===== src/rtl/uart_rx.sv =====
// 8N1 UART receiver: 16x oversampling from a clk divider, mid-bit start validation,
// LSB-first data capture, stop-bit check with valid / frame_err strobes.
module uart_rx #(
  parameter int baudrate = 9600,
  parameter int sysclk   = 100_000_000
) (
  input  logic       clk,
  input  logic       rst,
  input  logic       rx,
  output logic [7:0] data,
  output logic       valid,
  output logic       frame_err,
  output logic       busy
);

  localparam int DIV = sysclk / (baudrate * 16);
  localparam int CW  = (DIV > 1) ? $clog2(DIV) : 1;
  localparam logic [CW-1:0] DIV_MAX = CW'(DIV - 1);

  typedef enum logic [2:0] {
    S_IDLE,
    S_START,
    S_DATA,
    S_STOP,
    S_WAIT
  } state_t;

  state_t        state, state_next;
  logic          rx_meta, rx_s;
  logic [CW-1:0] div_cnt;
  logic          tick;
  logic [3:0]    tcnt, tcnt_next;
  logic [2:0]    bitcnt, bitcnt_next;
  logic [7:0]    shreg, shreg_next;
  logic [7:0]    data_next;
  logic          valid_next, ferr_next;

  // Two-flop synchroniser; resets to the idle (high) line level.
  always_ff @(posedge clk or posedge rst) begin
    if (rst) begin
      rx_meta <= 1'b1;
      rx_s    <= 1'b1;
    end else begin
      rx_meta <= rx;
      rx_s    <= rx_meta;
    end
  end

  // Holding the divider at zero in IDLE aligns the ticks to the detected start edge.
  always_ff @(posedge clk or posedge rst) begin
    if (rst) begin
      div_cnt <= '0;
    end else if (state == S_IDLE || tick) begin
      div_cnt <= '0;
    end else begin
      div_cnt <= div_cnt + 1'b1;
    end
  end

  assign tick = (state != S_IDLE) && (div_cnt == DIV_MAX);
  assign busy = (state != S_IDLE);

  always_ff @(posedge clk or posedge rst) begin
    if (rst) begin
      state     <= S_IDLE;
      tcnt      <= 4'd0;
      bitcnt    <= 3'd0;
      shreg     <= 8'h00;
      data      <= 8'h00;
      valid     <= 1'b0;
      frame_err <= 1'b0;
    end else begin
      state     <= state_next;
      tcnt      <= tcnt_next;
      bitcnt    <= bitcnt_next;
      shreg     <= shreg_next;
      data      <= data_next;
      valid     <= valid_next;
      frame_err <= ferr_next;
    end
  end

  always_comb begin
    state_next  = state;
    tcnt_next   = tcnt;
    bitcnt_next = bitcnt;
    shreg_next  = shreg;
    data_next   = data;
    valid_next  = 1'b0;
    ferr_next   = 1'b0;
    case (state)
      S_IDLE: begin
        if (!rx_s) begin
          state_next = S_START;
          tcnt_next  = 4'd0;
        end
      end
      S_START: begin
        if (tick) begin
          if (tcnt == 4'd7) begin
            tcnt_next   = 4'd0;
            bitcnt_next = 3'd0;
            state_next  = rx_s ? S_IDLE : S_DATA;
          end else begin
            tcnt_next = tcnt + 4'd1;
          end
        end
      end
      S_DATA: begin
        if (tick) begin
          if (tcnt == 4'd15) begin
            tcnt_next  = 4'd0;
            shreg_next = {rx_s, shreg[7:1]};
            if (bitcnt == 3'd7) begin
              state_next = S_STOP;
            end else begin
              bitcnt_next = bitcnt + 3'd1;
            end
          end else begin
            tcnt_next = tcnt + 4'd1;
          end
        end
      end
      S_STOP: begin
        if (tick) begin
          if (tcnt == 4'd15) begin
            tcnt_next = 4'd0;
            data_next = shreg;
            if (rx_s) begin
              valid_next = 1'b1;
              state_next = S_IDLE;
            end else begin
              ferr_next  = 1'b1;
              state_next = S_WAIT;
            end
          end else begin
            tcnt_next = tcnt + 4'd1;
          end
        end
      end
      S_WAIT: begin
        if (rx_s) begin
          state_next = S_IDLE;
        end
      end
      default: state_next = S_IDLE;
    endcase
  end

endmodule


===== config.mk =====
export PLATFORM = sky130hd
export DESIGN_NAME = uart_rx
export DESIGN_NICKNAME = d
export VERILOG_FILES = /design/src/rtl/uart_rx.sv
export SDC_FILE = /design/constraint.sdc
export NUM_CORES = 1
export LEC_CHECK = 0
export ABC_AREA = 1
export CAP_MARGIN = 10
export CORE_MARGIN = 3
export CORE_UTILIZATION = 35
export DETAILED_ROUTE_END_ITERATION = 8
export RECOVER_POWER = 25
export SYNTH_ARGS = -nofsm -noshare
export SYNTH_HDL_FRONTEND = slang
export SYNTH_SLANG_ARGS = --single-unit

===== constraint.sdc =====
create_clock -name clk -period 2.1 [get_ports clk]
set_clock_uncertainty 0.2 [all_clocks]
set_input_delay 0.42 -clock clk [delete_from_list [all_inputs] [get_ports clk]]
set_output_delay 0.42 -clock clk [all_outputs]
set_load 0.02 [all_outputs]

==> reports/metrics.cfg <==
[synth]
synth.ff_latch_count=40
async_flop_share=1.00
avgSynthCellArea_sq_um=8.91
synth.distinct_cells=26
seq_area_frac_synth=0.510
syn-cell-area_sq_mm=0.00197
synth_flop_cell=dfrtp_1
synth_edf_count=0
synth_fp_nets=229
ys.warnings.count=0
syn-instance-count=221

[sta]
fin_setup_tns_ns=0
drv_slew=0
period_needed_ns=1.96
worst_slack_ns=0.138
slew_headroom=0.350
finalSetupViolCount=0
finalHoldViolations=0
tightest_slew_ns=0.975
max_freq_mhz=510
fin_crit_sh=0.934
rsz0062_at_grt=no

[layout]
final_area_sq_mm=0.00231
final_cells=312
drive_above_1_share=0.178
fillers=540
area_growth_pct=17.5
nets=249
antenna_cells=0
multi_input_area_sq_um=842
ff_latch_area_sq_mm=0.00100

[clocking]
clock_sinks=40
cts_tree=done
clk_pin_slew_worst_paths_ns=0.08
holdBufCountCts=0
cts_buffers=5
clk_path_buf_depth=2
worstSkewPairLatency_ns=0.30
htree_levels=2
cts-root-buf=clkbuf_8

[power_and_ir_drop]
power_density_mw_per_mm2=668
peakVddDrop_v=0.000355
leakagePower_nw=1.11
power_mw=1.54

[routing]
wire_per_inst_um=10.6
firstDrtPassIters=4
vias=1384
finalWirelength_mm=3.31
drt_iter0_markers=59
drc=0
routed_via_density=4.44
antenna_left=0

[worst_setup_path]
required_ns=1.48
worstPathCellList=nor2_4, nand2_4, dlygate4sd2_1
start_kind=flip-flop
path_buf_inv=1
cp_max_fo=5
end_kind=output pin
arrival_ns=1.34
critPathKind=reg2out
critPathMaxStageDelay_ns=0.44
crit_family=flip-flops
slowest_stage=dfrtp_1

[die]
rows=26
core_area_sq_mm=0.00527
die_w_um=81.0
die_h_um=81.0
initial_utilization=0.373
io_pins=14
dieArea_sq_mm=0.00656

[run_status]
status=completed

[global_routing]
gr-usage-met3=0.0333
use_met1=0.155
grt_pass1_wl_mm=5.78
antenna_found_initial=0
grt_pass1_vias=1307
grt_usage=0.115
grtUsageMet2=0.172
grt_max_degree=41
busiest_layer=met2
grt_overflow=0

[placement]
place_worst_setup_slack_ns=0.148
hpwl_mm=2.32
gp_congestion=0.794
place_inst=304
io_buffer_count=13
place_area_sq_mm=0.00219

[min_path]
hp-class=reg2reg

[run]
maxCapViolCount=0

-- cell type report --
class / count / share of cell area
multi-input cells: 151 / 0.364
flip-flops and latches: 40 / 0.434
clock inverters: 2 / 0.0260
inverters: 28 / 0.0454
repair buffers: 15 / 0.0611
clock buffers: 6 / 0.0314
well taps: 70 / 0.0379
-- logic make-up (layout without fill, tap and decap cells) --
family	after synthesis	after routing	share of synthesized area
AO/OA/AOI/OAI	28	28	0.103
XOR/XNOR	3	3	0.0134
adder cells (fa/ha/maj)	5	5	0.0318
buffers and inverters	30	51	0.0648
flip-flops	40	40	0.510
AND/OR/NAND/NOR	115	115	0.277
-- synthesized netlist by cell type (3+ instances only) --
library cell | number | area [sq um]
a21oi_1 | 4 | 20.0
nor2_1 | 16 | 60.1
ha_1 | 5 | 62.6
dfrtp_1 | 38 | 951
o21ai_2 | 15 | 131
o21ai_0 | 4 | 20.0
o21ai_1 | 3 | 15.0
nor2_4 | 3 | 33.8
nand3_1 | 13 | 65.1
xor2_1 | 3 | 26.3
nor2_2 | 3 | 18.8
nand2_1 | 65 | 244
nor3_1 | 4 | 20.0
inv_1 | 27 | 101
nand2_4 | 3 | 33.8
-- power breakdown --
part           switching, mW  internal (mW)  total (mW)
registers            0.00184          0.773       0.775
clock network          0.274          0.475       0.749
logic                 0.0167        0.00376      0.0205
-- placed cells by master, fill, tap and decap left out, types with 5 or more instances in the layout --
cell | synthesis | layout
nand2_1 | 65 | 65
dfrtp_1 | 38 | 37
inv_1 | 27 | 27
nor2_1 | 16 | 16
o21ai_2 | 15 | 15
nand3_1 | 13 | 13
clkdlybuf4s50_1 | 0 | 10
ha_1 | 5 | 5
clkbuf_8 | 0 | 5
-- worst paths after layout --
kind	cells after the start	start	endpoint	slack (ns)
setup / recovery	3	state[1]$_DFFE_PP0P_	busy	0.14
hold / removal	0	rx_meta$_DFF_PP1_	rx_s$_DFF_PP1_	0.16
setup reg to reg	9	div_cnt[0]$_DFF_PP0_	state[1]$_DFFE_PP0P_	0.25
hold reg to reg	0	rx_meta$_DFF_PP1_	rx_s$_DFF_PP1_	0.16
max in group asynchronous	3	rst	state[2]$_DFFE_PP0P_	0.39
min in group asynchronous	3	rst	shreg[3]$_DFFE_PP0P_	0.66
-- worst reg2reg max path, cell delays in order, from the launching register on --
cell,delay [ns]
dfrtp_1,0.41
inv_1,0.07
ha_1,0.13
nand2_1,0.05
nor2_2,0.18
nand4_4,0.15
o21ai_0,0.30
nand2_1,0.12
nand2_1,0.07
nand2_1,0.05
-- flip-flops by register name, summed over array words and instances (netlist names) --
signal / flops
bitcnt: 3
div_cnt: 10
shreg: 8
rx_meta: 1
data: 8
frame_err: 1
rx_s: 1
state: 3
tcnt: 4
valid: 1
-- per-stage QoR --
step	utilization	hold WS [ns]
after floorplan	-	0.145
after global placement	0.416	0.146
after detailed placement	0.416	0.147
after CTS	0.442	0.159
after global routing	0.439	0.161
final	0.439	0.159
-- per-layer routing --
| metal | up-vias | routed length, um | share of wire |
|---|---|---|---|
| li1 | 741 | - | - |
| met1 | 620 | 1690 | 0.51 |
| met2 | 18 | 1440 | 0.43 |
| met3 | 5 | 103 | 0.031 |
| met4 | 0 | 76 | 0.023 |
| met5 | - | 0 | 0 |
-- timing repair --
action / in CTS / in global routing
resized for setup: 3 / 0
hold endpoints to repair: 0 / 0
endpoints found under the setup margin: 1 / 0
setup buffers: 0 / 0
Power figures use the tool's default switching activity.
==> edit 1: new RTL, same flow settings <==
Set the parameter `baudrate` to 19200 (it was 9600).
--- a/src/rtl/uart_rx.sv
+++ b/src/rtl/uart_rx.sv
@@ -1,7 +1,7 @@
 // 8N1 UART receiver: 16x oversampling from a clk divider, mid-bit start validation,
 // LSB-first data capture, stop-bit check with valid / frame_err strobes.
 module uart_rx #(
-  parameter int baudrate = 9600,
+  parameter int baudrate = 19200,
   parameter int sysclk   = 100_000_000
 ) (
   input  logic       clk,
Check against the original RTL: no difference found for any inputs over 10 cycles, from zero or initial values and one cycle with rst high; that may be too few to reach the edited logic, so the function may still have changed.
==> edit 1 against the unedited design <==
Setup slack lost 0.023 ns; non-clock buffer count is the same; count of clock-buffer cells in the layout shrank 1; total power shrank 7.5%; sequential power shrank 2%; sequential share of layout area grew 0.75 points; area after synthesis shrank 3.5%; global-route usage grew 1.0 points; wire length shrank 0.85%; sequential cell count shrank 1; core utilization shrank 1.1 points; largest cell class unchanged; register-to-register slack is essentially flat; design area shrank 4.3%.
==> edit 1: results (changes against the unedited design) <==
outcome=complete, no violations (unchanged); largest net degree at the start of global routing=40 (was 41); Data arrival, critical path=1.36 ns (was 1.34 ns); final wirelength=3.278 mm (was 3.306 mm); delay-heaviest family, CP=flip-flops (unchanged); relative slew slack=34.25% (was 35.00%); Peak VDD IR=0.4658 mV (was 0.3548 mV); Seq/Total Area, Yosys=51.52% (was 50.99%); WL met3=97 microns (was 103 microns); Unique masters post-synth=28 (was 26); Area contributors post-synth=dfrtp_1 49%, nand2_1 11%, inv_1 5.1%, o21ai_2 3.7%, nand3_1 3.4% (was dfrtp_1 48%, nand2_1 12%, o21ai_2 6.7%, inv_1 5.1%, nand3_1 3.3%); Routed met2 length=1.507 mm (was 1.437 mm); syn nets=223 (was 229); syn_area_per_cell=8.834 sq um (was 8.906 sq um); M1 WL=1.606 mm (was 1.689 mm); CTS Buffer Depth=2 (unchanged); Yosys warnings=0 (unchanged); DRT iter0 DRCs=69 (was 59); Cell Area, Placed=2115 sq um (was 2191 sq um); Regs by FF count=div_cnt x9, data x8, shreg x8 (was div_cnt x10, data x8, shreg x8); Finished Layout Cells=305 (was 312); post-placement cell count=297 (was 304); Static Leak=0.001023 uW (was 0.001106 uW); vias in the first global route=1387 (was 1307); routability cong.=0.8549 (was 0.7943); layout cell share with drive strength beyond 1=14.89% (was 17.77%); gr usage total=12.56% (was 11.52%); first-pass GRT wire length=6.141 mm (was 5.782 mm); CTS Root Cell=clkbuf_8 (unchanged); Commonest cells post-synth=58 x nand2_1, 37 x dfrtp_1, 26 x inv_1, 16 x nor2_1, 13 x nand3_1 (was 65 x nand2_1, 38 x dfrtp_1, 27 x inv_1, 16 x nor2_1, 15 x o21ai_2); fin nets=242 (was 249)
edit 1: cell count changes after synthesis, moves of 2 or more:
cell | before | now
nand2_1 | 65 | 58
nand2_4 | 3 | 1
inv_2 | 1 | 4
or2_2 | 2 | 0
xor2_1 | 3 | 1
a21oi_1 | 4 | 6
o21ai_2 | 15 | 8
o21ai_0 | 4 | 11
edit 1: routing by layer:
metal  GRT usage (%)  vias up
met4           5.670        0
met5               0        -
met3           3.499        7
li1                -      715
met2           18.53       18
met1           17.09      648
edit 1: power breakdown:
group          switching (uW)  internal [uW]  total, uW
Sequential               3.06            754        757
Combinational            16.3           4.04       20.3
Clock                     291            360        651
Total                     311           1120       1430
edit 1: timing repair:
item / CTS / global route
endpoints found under the setup margin: 1 / 0
gates resized for setup: 1 / 0
hold buffers: 0 / 0
edit 1: cells by family after synthesis:
group,Yosys count,synth area share [%]
buffers and inverters,34,7.707
XOR/XNOR,1,0.4612
flip-flops,39,51.52
AO/OA/AOI/OAI,30,10.08
adder cells (fa/ha/maj),5,3.294
AND/OR/NAND/NOR,105,26.42
multiplexers,1,0.5270
edit 1: area by class of cell:
class	instances	share of cell area, %
multi-input combinational	142	34.97
sequential	39	44.18
clock buffer	5	3.107
timing repair buffer	15	6.384
tap	70	3.955
inverter	31	5.254
clock inverter	3	2.147
edit 1: per-stage QoR:
step / util (%) / setup slack (ns) / hold WS (ns)
after floorplan: - / 0.4628 / 0.1452
after global placement: 40.88 / 0.2359 / 0.1452
after detailed placement: 40.88 / 0.2181 / 0.1470
after CTS: 43.11 / 0.1023 / 0.1593
after global routing: 42.82 / 0.02150 / 0.1636
final: 42.82 / 0.1151 / 0.1585
edit 1: worst paths after layout:
kind                            startpoint  slack [ns]    endpoint  cells after the start
worst max-delay path              state[0]        0.12        busy                      3
worst min-delay path               rx_meta        0.16        rx_s                      0
max in group asynchronous              rst        0.43   bitcnt[2]                      3
min in group asynchronous              rst        0.67  div_cnt[1]                      3
worst min register to register     rx_meta        0.16        rx_s                      0
worst max register to register  div_cnt[0]        0.25     data[0]                      9
==> edit 2: new RTL, config.mk and constraints unchanged <==
Without the edit above. Make the reset (`rst`) synchronous in 3 clocked blocks.
--- a/src/rtl/uart_rx.sv
+++ b/src/rtl/uart_rx.sv
@@ -36,7 +36,7 @@
   logic          valid_next, ferr_next;
 
   // Two-flop synchroniser; resets to the idle (high) line level.
-  always_ff @(posedge clk or posedge rst) begin
+  always_ff @(posedge clk) begin
     if (rst) begin
       rx_meta <= 1'b1;
       rx_s    <= 1'b1;
@@ -47,7 +47,7 @@
   end
 
   // Holding the divider at zero in IDLE aligns the ticks to the detected start edge.
-  always_ff @(posedge clk or posedge rst) begin
+  always_ff @(posedge clk) begin
     if (rst) begin
       div_cnt <= '0;
     end else if (state == S_IDLE || tick) begin
@@ -60,7 +60,7 @@
   assign tick = (state != S_IDLE) && (div_cnt == DIV_MAX);
   assign busy = (state != S_IDLE);
 
-  always_ff @(posedge clk or posedge rst) begin
+  always_ff @(posedge clk) begin
     if (rst) begin
       state     <= S_IDLE;
       tcnt      <= 4'd0;
Behaviour: differs if rst is asserted again (counterexample within 4 cycles, from zero or initial values and one cycle with rst high); with rst held inactive, the same outputs for 10 cycles.
==> edit 2 against the unedited design <==
Sequential cell count did not move; design area fell by 3.6%; area after synthesis decreased by 2.1%; wire length is 20% higher; setup slack improved by 0.032 ns; final cell count grew 9.6%; sequential share of layout area down 7.5 points; hold slack improved by 0.061 ns; largest cell class is now multi-input combinational cells; highest routed layer unchanged.
Power is not compared: it rests on default switching activity, and its combinational part moved more than twofold at a synthesized area within 25%.
==> edit 2: results (changes against the unedited design) <==
outcome=complete, no violations (unchanged); Storage cell area=800.8 sq um (was 1005 sq um); Seq/Total Area, Yosys=41.56% (was 50.99%); Top FF cell, synth=dfxtp_1 (was dfrtp_1); layout cell share with drive strength beyond 1=13.24% (was 17.77%); Unique masters post-synth=32 (was 26); clock buffers=5 (was 6); Data arrival, critical path=1.31 ns (was 1.34 ns); ClkCell Share=4.150% (was 5.733%); invs w/o clock=22 (was 28); Commonest cells post-synth=57 x nand2_1, 40 x dfxtp_1, 26 x a21oi_1, 26 x nor2_1, 18 x nand4_1 (was 65 x nand2_1, 38 x dfrtp_1, 27 x inv_1, 16 x nor2_1, 15 x o21ai_2); M2 GR Usage=21.36% (was 17.24%); Finished Layout Cells=342 (was 312); CP Max Fanout=6 (was 5); Cell Area, Placed=2147 sq um (was 2191 sq um); Crit-path slowest cell=dfxtp_1 (was dfrtp_1); first-pass GRT wire length=6.975 mm (was 5.782 mm); met3 Use GR=3.363% (was 3.326%); fillers=561 (was 540); syn nets=261 (was 229); fin nets=279 (was 249); syn_area_per_cell=7.616 sq um (was 8.906 sq um); final wirelength=3.981 mm (was 3.306 mm); xor and xnor area share after synthesis=2.273% (was 1.335%); DRT iter0 DRCs=88 (was 59); async set-reset flop share out of synthesis=0% (was 100.0%); Non-CTS buffers=19 (was 15); largest net degree at the start of global routing=26 (was 41)
-- edit 2: changes by cell type in the layout (fill, tap and decap cells not counted), moves of 4 or more --
cell     delta
buf_4       +4
dfxtp_1    +40
nand2_1     -8
nand4_1    +16
dfrtp_1    -37
a21oi_1    +22
nor2_4      -4
o21ai_2    -15
inv_1      -10
inv_2       +4
nor2_1     +10
-- edit 2: worst paths after layout --
kind,startpoint,cells after the start,to,slack (ns)
worst min-delay path,rx_meta,1,rx_s,0.22
worst max register to register,tcnt[0],10,state[2],0.21
worst min register to register,rx_meta,1,rx_s,0.22
worst max-delay path,state[0],3,busy,0.17
-- edit 2: worst reg2reg max path, delay by kind of cell, from the launching register on --
kind          cells  cell delay, ns
flops             1            0.39
fa+ha+maj         1            0.23
simple gates      7            0.90
buf+inv           2            0.09
-- edit 2: power by group --
group / internal [uW] / leakage [uW] / switching (uW)
combinational: 265 / 0.000499 / 581
clock: 235 / 0.0000404 / 293
sequential: 817 / 0.000324 / 60.8
total: 1320 / 0.000863 / 935
